## config.mk

```make
export PLATFORM = sky130hd
export DESIGN_NAME = dense_w2_seq
export DESIGN_NICKNAME = d
export VERILOG_FILES = /design/src/rtl/dense_pkg.sv /design/src/rtl/dense_w2_resp_pipe.sv /design/src/rtl/dense_w2_seq.sv
export SDC_FILE = /design/constraint.sdc
export NUM_CORES = 1
export LEC_CHECK = 0
export ABC_AREA = 1
export CAP_MARGIN = 0
export CELL_PAD_IN_SITES_DETAIL_PLACEMENT = 1
export CELL_PAD_IN_SITES_GLOBAL_PLACEMENT = 2
export CORE_AREA = 4 4 62 120
export CTS_BUF_LIST = sky130_fd_sc_hd__clkbuf_8
export DETAILED_ROUTE_END_ITERATION = 6
export DIE_AREA = 0 0 66 124
export PLACE_DENSITY_LB_ADDON = 0.1
export REMOVE_ABC_BUFFERS = 1
export SYNTH_ARGS = -nofsm -noshare
export SYNTH_HDL_FRONTEND = slang
export SYNTH_SLANG_ARGS = --single-unit
```

## constraint.sdc

```tcl
create_clock -name clk -period 3.9 [get_ports clk]
set_input_delay 0.975 -clock clk [delete_from_list [all_inputs] [get_ports clk]]
set_output_delay 0.975 -clock clk [all_outputs]
set_load 0.02 [all_outputs]
```

## src/rtl/dense_pkg.sv

```systemverilog
// rtl/dense_pkg.sv - shared types, layer-2 defaults and read-count helper for dense sequencers
package dense_pkg;

  typedef enum logic [1:0] {
    ST_IDLE  = 2'd0,
    ST_RUN   = 2'd1,
    ST_DRAIN = 2'd2,
    ST_DONE  = 2'd3
  } dense_state_e;

  localparam int L2_N_IN       = 16;
  localparam int L2_N_OUT      = 10;
  localparam int L2_ADDR_WIDTH = 8;

  function automatic int total_reads(input int n_in, input int n_out, input bit bias);
    return bias ? n_out * (n_in + 1) : n_in * n_out;
  endfunction

endpackage

```

## src/rtl/dense_w2_resp_pipe.sv

```systemverilog
// rtl/dense_w2_resp_pipe.sv - one-stage register aligning MAC control and indices with ROM read latency
module dense_w2_resp_pipe #(
  parameter int IDX_W = 8
) (
  input  logic             clk,
  input  logic             rst_n,
  input  logic             valid,
  input  logic             first,
  input  logic             last,
  input  logic [IDX_W-1:0] act,
  input  logic [IDX_W-1:0] neuron,
  output logic             mac_valid,
  output logic             mac_first,
  output logic             mac_last,
  output logic [IDX_W-1:0] act_idx,
  output logic [IDX_W-1:0] neuron_idx
);

  always_ff @(posedge clk or negedge rst_n) begin
    if (!rst_n) begin
      mac_valid  <= 1'b0;
      mac_first  <= 1'b0;
      mac_last   <= 1'b0;
      act_idx    <= '0;
      neuron_idx <= '0;
    end else begin
      mac_valid  <= valid;
      mac_first  <= first;
      mac_last   <= last;
      act_idx    <= act;
      neuron_idx <= neuron;
    end
  end

endmodule

```

## src/rtl/dense_w2_seq.sv

```systemverilog
// rtl/dense_w2_seq.sv - neuron-major read sequencer for the layer-2 weight ROM
// Optional feature: DENSE_W2_SEQ_BIAS_EN adds one bias read per neuron.
module dense_w2_seq
  import dense_pkg::*;
#(
  parameter int ADDR_WIDTH = L2_ADDR_WIDTH,
  parameter int N_IN       = L2_N_IN,
  parameter int N_OUT      = L2_N_OUT,
  parameter int IDX_W      = 8
) (
  input  logic                  clk,
  input  logic                  rst_n,
  input  logic                  start,
  input  logic                  hold,
  output logic                  busy,
  output logic                  done,
  output logic                  rom_ena,
  output logic [ADDR_WIDTH-1:0] rom_addr,
  output logic                  mac_valid,
  output logic                  mac_first,
  output logic                  mac_last,
  output logic [IDX_W-1:0]      act_idx,
  output logic [IDX_W-1:0]      neuron_idx
);

`ifdef DENSE_W2_SEQ_BIAS_EN
  localparam bit BIAS = 1'b1;
`else
  localparam bit BIAS = 1'b0;
`endif

  localparam logic [1:0] IDLE  = ST_IDLE;
  localparam logic [1:0] RUN   = ST_RUN;
  localparam logic [1:0] DRAIN = ST_DRAIN;
  localparam logic [1:0] DONE  = ST_DONE;

  // i_cnt == N_IN marks the bias slot of a neuron when bias reads are enabled
  localparam logic [IDX_W-1:0]      I_BIAS    = IDX_W'(N_IN);
  localparam logic [IDX_W-1:0]      I_LAST    = BIAS ? IDX_W'(N_IN) : IDX_W'(N_IN - 1);
  localparam logic [IDX_W-1:0]      N_LAST    = IDX_W'(N_OUT - 1);
  localparam logic [ADDR_WIDTH-1:0] BIAS_BASE = ADDR_WIDTH'(N_IN * N_OUT);

  if (total_reads(N_IN, N_OUT, BIAS) > (2 ** ADDR_WIDTH)) begin : g_size_check
    $error("dense_w2_seq: ROM address space too small for N_IN*N_OUT reads");
  end

  logic [1:0]            state;
  logic [IDX_W-1:0]      i_cnt;
  logic [IDX_W-1:0]      n_cnt;
  logic [ADDR_WIDTH-1:0] waddr;
  logic [ADDR_WIDTH-1:0] baddr;
  logic                  issue;
  logic                  in_bias;
  logic                  last_read;

  assign issue     = (state == RUN) && !hold;
  assign in_bias   = BIAS && (i_cnt == I_BIAS);
  assign last_read = (i_cnt == I_LAST) && (n_cnt == N_LAST);

  assign rom_ena  = issue;
  assign rom_addr = in_bias ? baddr : waddr;
  assign busy     = (state == RUN) || (state == DRAIN);
  assign done     = (state == DONE);

  // Weight and bias addresses are separate running registers so the weight
  // stream resumes exactly where it left off after each bias read.
  always_ff @(posedge clk or negedge rst_n) begin
    if (!rst_n) begin
      state <= IDLE;
      i_cnt <= '0;
      n_cnt <= '0;
      waddr <= '0;
      baddr <= '0;
    end else begin
      case (state)
        IDLE: begin
          if (start) begin
            state <= RUN;
            i_cnt <= '0;
            n_cnt <= '0;
            waddr <= '0;
            baddr <= BIAS_BASE;
          end
        end
        RUN: begin
          if (!hold) begin
            if (last_read) begin
              state <= DRAIN;
            end else if (i_cnt == I_LAST) begin
              i_cnt <= '0;
              n_cnt <= n_cnt + IDX_W'(1);
              baddr <= baddr + ADDR_WIDTH'(1);
            end else begin
              i_cnt <= i_cnt + IDX_W'(1);
            end
            if (!in_bias) waddr <= waddr + ADDR_WIDTH'(1);
          end
        end
        DRAIN:   state <= DONE;
        DONE:    state <= IDLE;
        default: state <= IDLE;
      endcase
    end
  end

  dense_w2_resp_pipe #(.IDX_W(IDX_W)) u_resp_pipe (
    .clk        (clk),
    .rst_n      (rst_n),
    .valid      (issue),
    .first      (issue && (i_cnt == '0)),
    .last       (issue && (i_cnt == I_LAST)),
    .act        (i_cnt),
    .neuron     (n_cnt),
    .mac_valid  (mac_valid),
    .mac_first  (mac_first),
    .mac_last   (mac_last),
    .act_idx    (act_idx),
    .neuron_idx (neuron_idx)
  );

endmodule

```

# [Word level (Yosys, flattened, before mapping)]
# Cells that the tools add are included.
[word_totals] register_bits=45 elab_cells=50 in_bits=4 output_inout_bits=30
[classes] n_eq_ne=10 addsub=3 muxes=15 n_reduce_logical=13
[op_table] op="$mux W8" count=8
[op_table] op="$pmux W8 S2" count=3
[op_table] op="$add A8 B1 Y8 const B" count=3
[op_table] op="$eq A8 B4 Y1 const B" count=2
[op_table] op="$logic_not A8 Y1" count=1
[op_table] op="$ne A2 B2 Y1 const B" count=4
[op_table] op="$pmux W2 S4" count=1
[op_table] op="$mux W2" count=3
[op_table] op="$reduce_and A3 Y1" count=2
[op_table] op="$reduce_and A5 Y1" count=1
[op_table] op="$eq A2 B2 Y1 const B" count=2
[op_table] op="$logic_and A1 B1 Y1" count=4
[op_table] op="$reduce_and A4 Y1" count=1
[op_table] op="$eq A2 B1 Y1 const B" count=1
[op_table] op="$logic_not A2 Y1" count=1
[op_table] op="$ne A2 B1 Y1 const B" count=1
[op_table] op="$reduce_bool A2 Y1" count=1
[op_table] op="$logic_not A1 Y1" count=1
[op_table] op="$logic_or A1 B1 Y1" count=1

# [Depth between registers and ports, before layout]
# Gate-level depths: netlist of run 1.
[depth] depth_word=5 mapped_depth=11 ltp_nobuf=10

# [Cells and area by module]
# Synthesis of run 1 repeated with hierarchy kept, for this count alone.
[unflattened] cells_unflattened=271 area_unflattened_um2=2301.0
[modules_own_cells] module="dense_w2_seq" seq_area_each_um2=650.6 area_per_inst_um2=1825.5 n_inst=1 cells_each=252
[modules_own_cells] module="dense_w2_resp_pipe" seq_area_each_um2=475.5 area_per_inst_um2=475.5 n_inst=1 cells_each=19

# [Least setup slack after synthesis of run 1]
# No wires, ideal clock.
[synth_timing] kind="input port to output port" start="in hold" end="out rom_ena" slack_ns=1.604 t_arrival_ns=1.321 cell_stages=1 path_buffers=0 t_required_ns=2.925 cell_sequence="nor2_1"
[synth_via] elab_chain_len=2
[synth_rtl] item="from (decl)" line_no="dense_w2_seq.sv:14" rtl="input logic hold,"
[synth_rtl] item="$logic_not A1 Y1"
[synth_rtl] item="$logic_and A1 B1 Y1" line_no="dense_w2_seq.sv:56" rtl="assign issue = (state == RUN) && !hold;"
[synth_rtl] item="to (decl)" line_no="dense_w2_seq.sv:17" rtl="output logic rom_ena,"
# Every way passes these cells.

# [Final worst setup path of run 1]
# Same ends and word-level chain as after synthesis.

==> results of run 1 <==
==> synth_stat cells (2+ instances only) <==
library cell  number  share of area (%)
nand2_1           73                 12
dfrtp_1           45                 49
inv_1             30                4.9
nand3_1           27                5.9
nor2_1            22                3.6
ha_1               9                4.9
o21ai_0            8                1.8
nand2_2            7                1.9
nand4_1            7                1.9
o21ai_2            7                2.7
nor2_2             4                1.1
nor3_1             3               0.66
or2_2              3               0.82
nand2_4            2               0.99
nor2_4             2               0.99
xor2_1             2               0.77
==> per-layer routing <==
layer / global-route usage [%] / up-vias / part of all wire [%]
met1: 16.64 / 918 / 38
met3: 3.249 / 5 / 3.1
met5: 0 / - / 0
li1: - / 906 / -
met2: 29.04 / 22 / 56
met4: 6.616 / 0 / 1.9
==> final cells by class <==
| cell class | count | area, um^2 | area share (%) |
|---|---|---|---|
| repair buffers | 34 | 332.8 | 11.86 |
| flip-flops and latches | 45 | 1126 | 40.12 |
| clock buffers | 6 | 82.58 | 2.942 |
| clock inverters | 2 | 33.78 | 1.204 |
| inverters | 31 | 116.4 | 4.146 |
| multi-input cells | 184 | 1005 | 35.80 |
| well taps | 88 | 110.1 | 3.923 |
==> where the power goes <==
part           total, mW  internal (mW)  switching, mW
Combinational      0.659          0.223          0.436
Sequential         0.584          0.524         0.0593
Clock              0.368          0.206          0.162
Total               1.61          0.954          0.657
==> flip-flops by register name, indices dropped and copies added (netlist names) <==
name and flops:
i_cnt 8, rom_addr 8, state 2, u_resp_pipe.neuron_idx 8, u_resp_pipe.mac_last 1, u_resp_pipe.act_idx 8, n_cnt 8, u_resp_pipe.mac_first 1
u_resp_pipe.mac_valid 1
==> logic make-up after synthesis <==
family,after synthesis,share of synthesized area [%]
simple gates,156,33.33
flops,45,49.34
buf+inv,34,6.634
compound gates,17,4.989
fa+ha+maj,9,4.934
xor+xnor,2,0.7677
==> critical path, cell delays in order <==
cell and delay (ps):
clkdlybuf4s50_1 450, nor2_1 200, clkdlybuf4s50_1 640
==> worst min-delay path by stage <==
| stage | slack (ps) | end |
|---|---|---|
| after floorplan | 410 | u_resp_pipe.neuron_idx[7]$_DFF_PN0_ |
| after global placement | 470 | u_resp_pipe.neuron_idx[6]$_DFF_PN0_ |
| after detailed placement | 460 | u_resp_pipe.neuron_idx[6]$_DFF_PN0_ |
| after CTS | 470 | u_resp_pipe.neuron_idx[6]$_DFF_PN0_ |
| after global routing | 500 | u_resp_pipe.neuron_idx[6]$_DFF_PN0_ |
| final | 460 | u_resp_pipe.neuron_idx[6]$_DFF_PN0_ |
==> results_dict.tcl, run 1 <==
set metrics [dict create \
    status "finished, final reports clean" \
    fin_crit_ps 3234 \
    netlist_instances 263 \
    yosys_warnings 0 \
    grt_pass1_wl_um 9660 \
    ys.flop_type "dfrtp_1" \
    final_cell_mix "nand2_1, dfrtp_1, clkdlybuf4s50_1, inv_1, nand3_1" \
    worstMarginPinSlew_ps 1015 \
    stdcell_area_um2 2806 \
    final_cells 390 \
    grt.total_usage_pct 15.64 \
    power.leakage_nw 1.344 \
    numCtsBuffers 5 \
    cts_tree "built" \
    peakVddDrop_mv 0.4153 \
    clock.fmax_mhz 309.2 \
    utilization_pct 42.72 \
    ctsHoldBuffers 0 \
    syn_area_per_cell_um2 8.678 \
    postRouteAntennaNets 0 \
    cts_sinks 45 \
    wirelength_um 5397 \
    diodes 0 \
    antenna_found_initial 0 \
    path_max_fanout 3 \
    h-tree-depth 2 \
    worstRegToRegCells 10 \
    r2r_end "n_cnt[5]$_DFFE_PN0P_" \
    pin_count 34 \
    n_fill_cell 795 \
    r2r_slack_ps 1940 \
    critPathKind "in2out" \
    place_congestion 0.7344 \
    initialDrtViolationCount 69 \
    dieArea_um2 8184 \
    min_path_type "reg2reg" \
    crit_end "rom_ena" \
    hpwl_um 4058 \
    setup_violations 0 \
    slew_headroom_pct 32.31 \
    grt_pass1_vias 2006 \
    clockBufferDepth 2 \
    finalCritPeriodShare_pct 82.92 \
    clk_pin_slew_ps 80 \
    finalWorstSetupSlack_ps 666.0 \
    cts-root-buf "clkbuf_8" \
    dpl_cell_area_um2 2690 \
    syn2layout_area_growth_pct 22.97 \
    synth_enable_flop_cells 0 \
    start_util_pct 34.74 \
    drv_cap 0 \
    rsz0062_at_grt "no" \
    fin_worst_skew_ps 10.64 \
    placed_cells 382 \
    worst_hold_path.num_cells 0 \
    synth.cell_area_um2 2282 \
    min_from "n_cnt[6]$_DFFE_PN0P_" \
    ys_ff_latch 45 \
    finalSetupTns_ps 0 \
    rows 42 \
    vias 1851 \
    rr_startpoint "state[0]$_DFFE_PN0P_" \
    die_h_um 124 \
    ctsResizeCount 0 \
    grt_overflow_total 0 \
    power.total_mw 1.611 \
    vias_per_cell 4.746 \
    hold_viol_final 0 \
    crit_arrival_ps 2260 \
    critPathRequiredTime_ps 2920 \
    start_kind "primary input" \
    drive_gt1_share_pct 12.91 \
    startpoint "hold" \
    dpl_worst_slack_ps 674.5 \
    cp-end-kind "primary output" \
    synth.yosys.seq_area_share_pct 49.34 \
    async_reset_ff_share_pct 100.0 \
    ys_types 28 \
    grt_max_degree 46 \
    cellPowerDensity_nw_per_um2 574.0 \
    cts_setup_buffers 0 \
    final_common_cell "nand2_1" \
    whs_ps 463.2 \
    core_um2 6569 \
    routedWlPerCell_um 13.84 \
    clkLatencyLatePin_ps 310 \
    nNetsFinal 314 \
    drc 0 \
    numPortBuffers 33 \
    drv_slew 0 \
    dieWidth_um 66 \
    first_pass_iters 4 \
]
No activity file was read; power rests on OpenSTA's default activity.
==> run 2: changes to the inputs <==
--- a/config.mk
+++ b/config.mk
@@ -9,10 +9,10 @@
 export CAP_MARGIN = 0
 export CELL_PAD_IN_SITES_DETAIL_PLACEMENT = 1
 export CELL_PAD_IN_SITES_GLOBAL_PLACEMENT = 2
-export CORE_AREA = 4 4 62 120
+export CORE_AREA = 4 4 67 131
 export CTS_BUF_LIST = sky130_fd_sc_hd__clkbuf_8
 export DETAILED_ROUTE_END_ITERATION = 6
-export DIE_AREA = 0 0 66 124
+export DIE_AREA = 0 0 71 135
 export PLACE_DENSITY_LB_ADDON = 0.1
 export REMOVE_ABC_BUFFERS = 1
 export SYNTH_ARGS = -nofsm -noshare
==> constraint.sdc (replaced) <==
create_clock -name clk -period 2.6 [get_ports clk]
set_input_delay 0.65 -clock clk [delete_from_list [all_inputs] [get_ports clk]]
set_output_delay 0.65 -clock clk [all_outputs]
set_load 0.02 [all_outputs]
==> run 2 against run 1 <==
  * Clock skew decreased by 5.1 ps
  * Design area up 1.1%
  * Count of clock-buffer cells in the layout is 1 lower
  * Setup slack lost 420 ps
  * Global-route usage decreased by 3.1 points
  * Critical path depth unchanged
  * Flip-flop and latch count stayed put
  * Worst hold slack lost 33 ps
  * Largest cell class unchanged
  * Sequential power is 50% higher
  * Sequential share of layout area decreased by 0.42 points
  * Die area is 17% higher
  * Power grew 50%
==> results_dict.tcl, run 2 (same netlist as run 1, synthesis figures left out) <==
set metrics [dict create \
    vias_per_cell 4.584 \
    critPathKind "reg2out" \
    wl_met2_um 2816 \
    final_cells 401 \
    multi_input_area_um2 1005 \
    drv_slew 0 \
    syn2layout_area_growth_pct 24.29 \
    final_cell_mix "nand2_1, dfrtp_1, clkdlybuf4s50_1, inv_1, nand3_1" \
    wirelength_um 5438 \
    cp-end-kind "primary output" \
    numCtsBuffers 5 \
    whs_ps 429.9 \
    power.total_mw 2.423 \
    routedWlPerCell_um 13.56 \
    die_h_um 135 \
    diodes 0 \
    rr_startpoint "state[1]$_DFFE_PN0P_" \
    pin_count 34 \
    r2r_slack_ps 630 \
    hold_viol_final 0 \
    first_pass_iters 4 \
    min_path_type "in2async" \
    peakVddDrop_mv 0.5212 \
    r2r_end "n_cnt[5]$_DFFE_PN0P_" \
    dieArea_um2 9585 \
    placed_cells 394 \
    clockBufferDepth 2 \
    power.leakage_nw 1.371 \
    fin_worst_skew_ps 5.544 \
    hpwl_um 3976 \
    setup_violations 0 \
    cts-root-buf "clkbuf_8" \
    utilization_pct 36.24 \
    met3_length_um 195 \
    status "finished, final reports clean" \
    clkLatencyLatePin_ps 300 \
    worstRegToRegCells 11 \
    crit_end "busy" \
    crit_arrival_ps 1700 \
    antenna_found_initial 0 \
    critPathRequiredTime_ps 1950 \
    initialDrtViolationCount 90 \
    drc 0 \
    start_kind "flop" \
    drv_cap 0 \
    grt_overflow_total 0 \
    wl_met1_um 2337 \
    fin_crit_ps 2350 \
    grt_pass1_vias 1974 \
    core_um2 7828 \
    path_max_fanout 4 \
    grt_max_degree 46 \
    final_common_cell "nand2_1" \
    clock.fmax_mhz 425.5 \
    n_fill_cell 960 \
    rsz0062_at_grt "no" \
    h-tree-depth 2 \
    drive_gt1_share_pct 14.10 \
    cellPowerDensity_nw_per_um2 854.1 \
    nNetsFinal 318 \
    numPortBuffers 33 \
    postRouteAntennaNets 0 \
    cts_sinks 45 \
    regArea_um2 1126 \
    grt.total_usage_pct 12.54 \
    rows 46 \
    slew_headroom_pct 60.32 \
    finalSetupTns_ps 0 \
    cts_setup_buffers 0 \
    worstMarginPinSlew_ps 595.3 \
    highest_layer "met4" \
    place_congestion 0.8050 \
    clk_pin_slew_ps 90 \
    finalCritPeriodShare_pct 90.40 \
    start_util_pct 29.16 \
    ctsHoldBuffers 0 \
    vias 1838 \
    grt_pass1_wl_um 9597 \
    cts_tree "built" \
    startpoint "state[0]$_DFFE_PN0P_" \
    dieWidth_um 71 \
]
run 2: worst max-delay path, cell delays in order (launching register included):
cell and delay, ps:
dfrtp_1 410, inv_1 80, ha_1 300, clkdlybuf4s50_1 610
run 2: worst min path at each step:
stage / start / endpoint / slack, ps / depth (start not counted)
2_1_floorplan: rst_n / i_cnt[0]$_DFFE_PN0P_ / 350 / 0
3_3_place_gp: n_cnt[6]$_DFFE_PN0P_ / u_resp_pipe.neuron_idx[6]$_DFF_PN0_ / 440 / 0
3_5_place_dp: n_cnt[6]$_DFFE_PN0P_ / u_resp_pipe.neuron_idx[6]$_DFF_PN0_ / 440 / 0
4_1_cts: rst_n / rom_addr[3]$_DFFE_PN0P_ / 460 / 2
5_1_grt: rst_n / rom_addr[3]$_DFFE_PN0P_ / 480 / 2
6_report: rst_n / u_resp_pipe.act_idx[6]$_DFF_PN0_ / 430 / 2
run 2: power breakdown:
part           leakage [nW]  switching (mW)  total [mW]  internal [mW]
Sequential            0.618          0.0886       0.875          0.786
Combinational         0.699           0.658        1.02          0.367
Clock                0.0540           0.243       0.523          0.280
Total                  1.37           0.989        2.42           1.43
run 2: layout make-up:
class / instances / share of cell area (%)
Multi-Input combinational cell: 184 / 35.42
Clock buffer: 5 / 2.426
Tap cell: 96 / 4.235
Clock inverter: 2 / 1.235
Sequential cell: 45 / 39.70
Inverter: 31 / 4.102
Timing Repair Buffer: 38 / 12.88
run 2: timing repair:
action / CTS / global route
resized for setup: 0 / 1
setup endpoints to repair: 0 / 1
hold endpoints to repair: 0 / 0
run 2: stage by stage:
step / setup slack (ps) / area [um^2]
after floorplan: 377.3 / 2247
after global placement: 98.46 / 2730
after detailed placement: 63.41 / 2730
after CTS: 67.70 / 2834
after global routing: 151.6 / 2836
final: 249.6 / 2836
run 2: layer usage:
layer  GRT usage, %  vias to the layer above
li1               -                      914
met1          15.19                      887
met2          21.61                       31
met3          2.757                        6
met4          4.393                        0
met5              0                        -
